==> src/rtl/sha256_msg_sched.sv <==
// sha256_msg_sched: SHA-256 message schedule (W expansion) sequencer.
// Takes one 512-bit block as 16 x 32-bit words and emits W[0..63] one word
// per cycle on a registered output stream, keeping the last 16 words in a
// sliding window addressed by t mod 16.
// Optional statistics counters are enabled with `define MSG_SCHED_STATS_EN.
//
// Handshake rule (both streams): a word transfers on a rising edge where
// valid && ready are both high; a producer keeps valid and data stable until
// that edge, and ready may depend combinationally on the consumer side.
module sha256_msg_sched #(
  parameter int WORD_W     = 32,
  parameter int NUM_ROUNDS = 64
) (
  input  logic              clk,
  input  logic              rst_n,
  input  logic              clear,
  input  logic              in_valid,
  output logic              in_ready,
  input  logic [WORD_W-1:0] in_data,
  output logic              out_valid,
  input  logic              out_ready,
  output logic [WORD_W-1:0] out_data,
  output logic [5:0]        out_idx,
  output logic              out_last,
  output logic              busy
`ifdef MSG_SCHED_STATS_EN
  ,
  output logic [31:0]       blk_count,
  output logic [31:0]       stall_count
`endif
);

  typedef logic [WORD_W-1:0] word_t;
  typedef enum logic { LOAD, EXPAND } state_e;

  localparam logic [5:0] LAST_T = 6'(NUM_ROUNDS - 1);
  localparam logic [5:0] LOAD_T = 6'd15;

  // Small sigma functions of the W expansion (32-bit word rotations).
  function automatic word_t sig0(input word_t x);
    return {x[6:0], x[31:7]} ^ {x[17:0], x[31:18]} ^ (x >> 3);
  endfunction

  function automatic word_t sig1(input word_t x);
    return {x[16:0], x[31:17]} ^ {x[18:0], x[31:19]} ^ (x >> 10);
  endfunction

  state_e      state_q, state_d;
  logic [5:0]  t_q, t_d;
  logic        out_valid_q, out_valid_d;
  word_t       out_data_q, out_data_d;
  logic [5:0]  out_idx_q, out_idx_d;
  word_t       window_q [16];

  logic        slot_free;
  logic        win_we;
  word_t       win_wdata;
  logic [3:0]  a_t2, a_t7, a_t15, a_t16;
  word_t       w_new;

  // The output register may take a new word when empty or being drained.
  assign slot_free = !out_valid_q || out_ready;

  // Window taps relative to t; t-16 aliases the slot about to be written.
  assign a_t2  = t_q[3:0] - 4'd2;
  assign a_t7  = t_q[3:0] - 4'd7;
  assign a_t15 = t_q[3:0] + 4'd1;
  assign a_t16 = t_q[3:0];

  assign w_new = sig1(window_q[a_t2]) + window_q[a_t7]
               + sig0(window_q[a_t15]) + window_q[a_t16];

  assign in_ready  = (state_q == LOAD) && slot_free;
  assign out_valid = out_valid_q;
  assign out_data  = out_data_q;
  assign out_idx   = out_idx_q;
  assign out_last  = out_valid_q && (out_idx_q == LAST_T);
  assign busy      = (state_q == EXPAND) || out_valid_q;

  // Next-state: load a word into the window and output register per slot.
  always_comb begin
    state_d     = state_q;
    t_d         = t_q;
    out_valid_d = out_valid_q;
    out_data_d  = out_data_q;
    out_idx_d   = out_idx_q;
    win_we      = 1'b0;
    win_wdata   = in_data;
    if (slot_free) begin
      out_valid_d = 1'b0;
    end
    if (clear) begin
      state_d     = LOAD;
      t_d         = '0;
      out_valid_d = 1'b0;
    end else begin
      case (state_q)
        LOAD: begin
          if (in_valid && slot_free) begin
            win_we      = 1'b1;
            win_wdata   = in_data;
            out_data_d  = in_data;
            out_idx_d   = t_q;
            out_valid_d = 1'b1;
            t_d         = t_q + 6'd1;
            if (t_q == LOAD_T) begin
              state_d = EXPAND;
            end
          end
        end
        EXPAND: begin
          if (slot_free) begin
            win_we      = 1'b1;
            win_wdata   = w_new;
            out_data_d  = w_new;
            out_idx_d   = t_q;
            out_valid_d = 1'b1;
            if (t_q == LAST_T) begin
              state_d = LOAD;
              t_d     = '0;
            end else begin
              t_d = t_q + 6'd1;
            end
          end
        end
        default: begin
          state_d = LOAD;
          t_d     = '0;
        end
      endcase
    end
  end

  // Control and output registers.
  always_ff @(posedge clk or negedge rst_n) begin
    if (!rst_n) begin
      state_q     <= LOAD;
      t_q         <= '0;
      out_valid_q <= 1'b0;
      out_data_q  <= '0;
      out_idx_q   <= '0;
    end else begin
      state_q     <= state_d;
      t_q         <= t_d;
      out_valid_q <= out_valid_d;
      out_data_q  <= out_data_d;
      out_idx_q   <= out_idx_d;
    end
  end

  // Sliding window: one slot written per accepted/expanded word.
  always_ff @(posedge clk or negedge rst_n) begin
    if (!rst_n) begin
      for (int i = 0; i < 16; i++) begin
        window_q[i] <= '0;
      end
    end else if (win_we) begin
      window_q[t_q[3:0]] <= win_wdata;
    end
  end

`ifdef MSG_SCHED_STATS_EN
  logic [31:0] blk_count_q, stall_count_q;

  // Block and stall counters; cleared only by rst_n, never by clear.
  always_ff @(posedge clk or negedge rst_n) begin
    if (!rst_n) begin
      blk_count_q   <= '0;
      stall_count_q <= '0;
    end else begin
      if (!clear && out_last && out_ready) begin
        blk_count_q <= blk_count_q + 32'd1;
      end
      if (out_valid_q && !out_ready && (stall_count_q != 32'hFFFF_FFFF)) begin
        stall_count_q <= stall_count_q + 32'd1;
      end
    end
  end

  assign blk_count   = blk_count_q;
  assign stall_count = stall_count_q;
`endif

endmodule

==> config.mk <==
export PLATFORM = sky130hd
export DESIGN_NAME = sha256_msg_sched
export DESIGN_NICKNAME = d
export VERILOG_FILES = /design/src/rtl/sha256_msg_sched.sv
export SDC_FILE = /design/constraint.sdc
export NUM_CORES = 2
export LEC_CHECK = 0
export CAP_MARGIN = 5
export CORE_ASPECT_RATIO = 0.75
export CORE_MARGIN = 5
export CORE_UTILIZATION = 53
export CTS_CLUSTER_DIAMETER = 40
export CTS_CLUSTER_SIZE = 12
export DETAILED_ROUTE_END_ITERATION = 12
export MAX_ROUTING_LAYER = met4
export PLACE_DENSITY = 0.67
export SLEW_MARGIN = 10
export SYNTH_ARGS = -nofsm -noshare
export SYNTH_HDL_FRONTEND = slang
export SYNTH_SLANG_ARGS = --single-unit
==> constraint.sdc <==
create_clock -name clk -period 9.7 [get_ports clk]
set_clock_uncertainty 0.1 [all_clocks]
set_input_delay 2.91 -clock clk [delete_from_list [all_inputs] [get_ports clk]]
set_output_delay 2.91 -clock clk [all_outputs]
set_load 0.05 [all_outputs]
[Word-level counts from Yosys, hierarchy flattened]
Cells that the tools add are included.
Widths: inputs -> output; s select.
Cells by class
  reduce and logical (&&, ||, !) cells: 9
  order comparisons: 5
  bitwise logic cells: 10
  equal/unequal tests: 7
  mux-type cells: 44
  $add $sub $neg: 7
Operators with widths (count)
  $bmux 32 s4: 4
  $bwmux 512: 1
  $mux 32: 13
  $demux 32 s4: 1
  $pmux 32 s2: 2
  $add 32x32->32: 3
  $xor 32x32->32: 2
  $mux 6: 6
  $xor 32x22->32: 1
  $xor 32x29->32: 1
  $pmux 6 s2: 2
  $ge 5x5->1 const B: 4
  $not 4->5: 4
  $eq 6x6->1 const B: 2
  $mux 1: 12
  $add 6x1->6 const B: 1
  $eq 6x4->1 const B: 1
  $ne 3x2->1 const B: 2
  $pmux 1 s2: 3
  $lt 5x1->1 const B: 1
  $add 4x1->4 const B: 1
  $logic_and 1x1->1: 4
  $ne 2x1->1 const B: 2
  $sub 4x2->4 const B: 1
  other kinds (6): 8
Word-level totals
  bits in registers: 558

[Depth between registers and ports, before layout]
  depth in word-level cells: 14
  mapped depth: 34
  depth with buffers taken out: 23

[Worst setup path after synthesis]
No wires, ideal clock.
  path kind: register to register
  start: register t_q[0]
  end: register window_q[120] (netlist bit)
  setup time: 0.133 ns
  arrival: 8.546 ns
  slack: 0.921 ns
  buffers on the path: 12
  stages on the path, launching flop included: 33
  period minus slack after synthesis: 8.779 ns
  cells stage by stage: dfrtp_1 > buf_6 > buf_2 > buf_2 > buf_2 > buf_2 > clkbuf_1 > buf_2 > inv_1 > ha_1 > buf_2 > buf_2 > buf_2 > buf_1 > mux4_2 > mux4_2 > xnor2_1 > xnor2_1 > fa_1 > inv_1 > fa_1 > inv_1 > ha_1 > o21a_1 > o21ai_0 > or2_2 > nor4_1 > or3_1 > a31oi_1 > mux2i_1 > a21boi_0 > clkbuf_1 > o21ai_0
On the way
  longest elaborated chain between the ends: 14
Ends and longest elaborated chain
  start: declaration: line 49  | logic [5:0] t_q, t_d;
  start signal: assignment: line 144  | t_q <= t_d;
  $sub 4x2->4: line 65  | assign a_t2 = t_q[3:0] - 4'd2;
  $not 4->5 (implied by the code): line 70  | assign w_new = sig1(window_q[a_t2]) + window_q[a_t7]
  $bmux 32 s4: line 70
  $mux 32 (implied by the code) (2 in a row): line 70
  $xor 32x32->32: line 45  | return {x[16:0], x[31:17]} ^ {x[18:0], x[31:19]} ^ (x >> 10);
  $xor 32x22->32: line 45
  $add 32x32->32: line 70
  $add 32x32->32 (2 in a row): line 71  | + sig0(window_q[a_t15]) + window_q[a_t16];
  $mux 32: line 112  | if (slot_free) begin
  $pmux 32 s2: line 97  | case (state_q)
  $mux 32: line 92  | if (clear) begin
  $bwmux 512 *: line 158  | window_q[t_q[3:0]] <= win_wdata;
  end signal: indexed assignment: line 158
  end: declaration: line 53  | word_t window_q [16];
Every way passes the cells marked *; elsewhere a longest branch is shown, timed or not. The select of a mux whose other input is x is not followed.
A chain may end at the register's enable or synchronous reset.

[Final worst setup path]
  start: register t_q[1]
  end: register window_q[443] (netlist bit)
The elaborated chain is that of the path after synthesis.

==> summary.md <==
| Metric | Value |
|---|---|
| Hold path depth | `2` |
| Syn Nets | `3264` |
| Ant. Diodes | `0` |
| Clock slew at reported path FFs | `0.06 ns` |
| Largest net degree at the start of global routing | `169` |
| CTS H-tree lvls | `3` |
| Clk sinks | `558` |
| Final hold violations | `0` |
| LEAKAGE | `16.82 nW` |
| Most used DFF post-synth | `dfrtp_1` |
| Setup_tns | `0 ns` |
| Avg WL per Cell | `29.67 um` |
| Post-Syn Area per Cell | `11.83 um2` |
| Rows | `83` |
| Cell area after synthesis | `0.03699 mm2` |
| Dpl ws | `1.348 ns` |
| Postcts setup bufs | `0` |
| Crit path capture | `window_q[443]` |
| Vias in the first global route | `27360` |
| Max-slew headroom | `7.649%` |
| Register area share after synthesis | `37.75%` |
| Yosys warns | `0` |
| MaxCap Viol Count | `0` |
| CTS root buf | `clkbuf_16` |
| Hold_buf cts | `0` |
| Synth async-reset ratio | `100.0%` |
| Reg2Reg Depth | `22` |
| Chip Height | `238.8 um` |
| Post-layout instance area | `0.04170 mm2` |
| Power, Total | `10.05 mW` |
| # DRC | `0` |
| Drt total wl | `120.9 mm` |
| Fin util | `60.56%` |
| Syn-to-layout area delta | `12.71%` |
| Fin. max-slew vios | `0` |
| Kind of critical path | `flop to flop` |
| Core ar. | `0.06885 mm2` |
| FILL cells | `5271` |
| Num CTS Buffers | `86` |
| Via/cell ratio | `6.949` |
| Crit end category | `flop` |
| CTS tree | `built` |
| Post-synth cell types | `59` |
| Area after DPL | `0.03861 mm2` |
| Total GRT Usage | `33.37%` |
| Most frequent cells in the layout | `dfrtp_1, nand2_1, mux4_2` |
| Post-synth EDFFs | `0` |
| Die width | `315.1 um` |
| CTS max path bufs | `3` |
| IO Count | `79` |
| Worst-skew pair later-pin latency | `0.66 ns` |
| Post-synth top area share | `37.75%` |
| Flop and latch count out of synthesis | `558` |
| Final setup margin | `1.211 ns` |
| RSZ-0062 raised after global routing | `no` |
| Tightest Pin Transition | `1.347 ns` |
| Crit path DAT | `8.86 ns` |
| Final setup viols | `0` |
| Final period util | `87.52%` |
| Via count | `28330` |
| Most common cell after layout, fill and taps aside | `dfrtp_1` |
| CTS resizes | `0` |
| GPL Wtd Cong | `1.013` |
| Status | `complete, no violations` |
| Worst setup SP type | `flop` |
| Tmin final | `8.489 ns` |
| Initial Util | `53.73%` |
| GR Overflow Total | `0` |
| Flop2flop setup slack | `1.21 ns` |
| ANT nets after route | `0` |
| Layout cells sized above 1 | `24.76%` |
| Worst vdd ir | `0.1672 mV` |
| P per Cell Area | `241.1 mW/mm2` |
| CP required | `10.07 ns` |
| IO buf count | `78` |
| Min-delay worst type | `flop to flop` |
| Yosys top cell by area | `dfrtp_1` |
| DP Wirelength | `79.99 mm` |
| Critical Path Start | `t_q[1]` |
| Critical R2R Launch | `t_q[1]` |
| Ranking of synthesized cells by area | `dfrtp_1, mux4_2, o21ai_0` |
| Post-Syn Instances | `3128` |
| Nets | `3209` |
| Worst reg2reg endpoint | `window_q[443]` |
| Detailed-router iteration count before antenna repair | `6` |
| Initial antenna violation count | `1` |
| CP Max Fanout | `41` |
| 1st-iter DRT viols | `3995` |
| First-pass GRT wire length | `181.6 mm` |
| Die footprint | `0.07524 mm2` |
| Fmax | `0.1178 GHz` |
-- critical path: stages, from the launching register on --
cell and delay (ns):
dfrtp_4 0.71, inv_1 0.29, ha_4 0.87, mux4_2 0.62, mux4_2 0.56, xnor2_1 0.22, xnor2_1 0.13, fa_1 0.54
inv_1 0.05, fa_1 0.45, inv_1 0.12, ha_1 0.19, inv_1 0.07, fa_1 0.46, nor2b_1 0.12, o21ai_0 0.10
a21boi_1 0.35, a2bb2oi_1 0.42, a211oi_1 0.20, o21ai_0 0.27, xnor2_1 0.12, mux2i_1 1.04, o21ai_0 0.25
-- how the worst min path moves through the flow --
stage,end,slack [ns],start
final,out_data[15],0.38,out_data[15]
after global routing,out_data[17],0.39,out_data[17]
after CTS,out_data[17],0.38,out_data[17]
after detailed placement,out_data[17],0.37,out_data[17]
after global placement,out_data[27],0.36,out_data[27]
after floorplan,window_q[16],0.37,window_q[16]
-- logic make-up (layout without fill, tap and decap cells) --
family                   count (synthesis)  in the layout  synth area share [%]
adder cells (fa/ha/maj)                 99             99                 4.607
flip-flops                             558            558                 37.75
XOR/XNOR                               146            146                 3.497
multiplexers                           564            564                 32.57
buffers and inverters                  398            412                 4.252
AND/OR/NAND/NOR                        696            696                 7.627
AO/OA/AOI/OAI                          667            667                 9.697
-- registers in the layout (all words and copies together) (netlist names) --
signal,flops
out_valid,1
window_q,512
out_idx,6
state_q,1
t_q,6
out_data,32
-- stage by stage --
| stage | hold slack (ns) | std cells |
|---|---|---|
| floorplan | 0.3743 | 3128 |
| global placement | 0.3635 | 3920 |
| detailed placement | 0.3707 | 3920 |
| CTS | 0.3825 | 4077 |
| global route | 0.3889 | 4077 |
| finish | 0.3776 | 4077 |
-- synth_stat cells, drive strengths merged (7+ instances only) --
| library cell | number |
|---|---|
| xnor2 | 123 |
| ha | 37 |
| mux2i | 53 |
| fa | 62 |
| a21o | 11 |
| a21oi | 80 |
| mux4 | 510 |
| nor2 | 89 |
| and3 | 9 |
| nand4 | 10 |
| nand2 | 523 |
| nand3 | 9 |
| o21ai | 499 |
| buf | 89 |
| dfrtp | 558 |
| a31oi | 36 |
| xor2 | 23 |
| and2 | 13 |
| nor3 | 7 |
| inv | 112 |
| nor3b | 8 |
| clkbuf | 197 |
-- power breakdown --
part	internal, mW	switching (mW)
logic	1.63	2.41
clock network	2.03	1.26
registers	2.52	0.203
total	6.18	3.87
-- cell type report --
cell class                      instances  area [um2]  area share [%]
Multi-Input combinational cell       2172       21640           51.90
Tap cell                              935        1170           2.806
Sequential cell                       558       13980           33.52
Clock buffer                          100        2337           5.605
Timing Repair Buffer                  143        1411           3.385
Inverter                              112       420.4           1.008
Clock inverter                         57       742.0           1.779
-- per-layer routing --
layer	global-route usage, %	part of all wire (%)	up-vias
met5	-	0	-
met4	11.17	3.9	0
met3	11.22	15	318
met2	44.72	42	2127
met1	48.24	40	14410
li1	-	-	11480
Note: power is estimated with default switching activity, not from simulation.
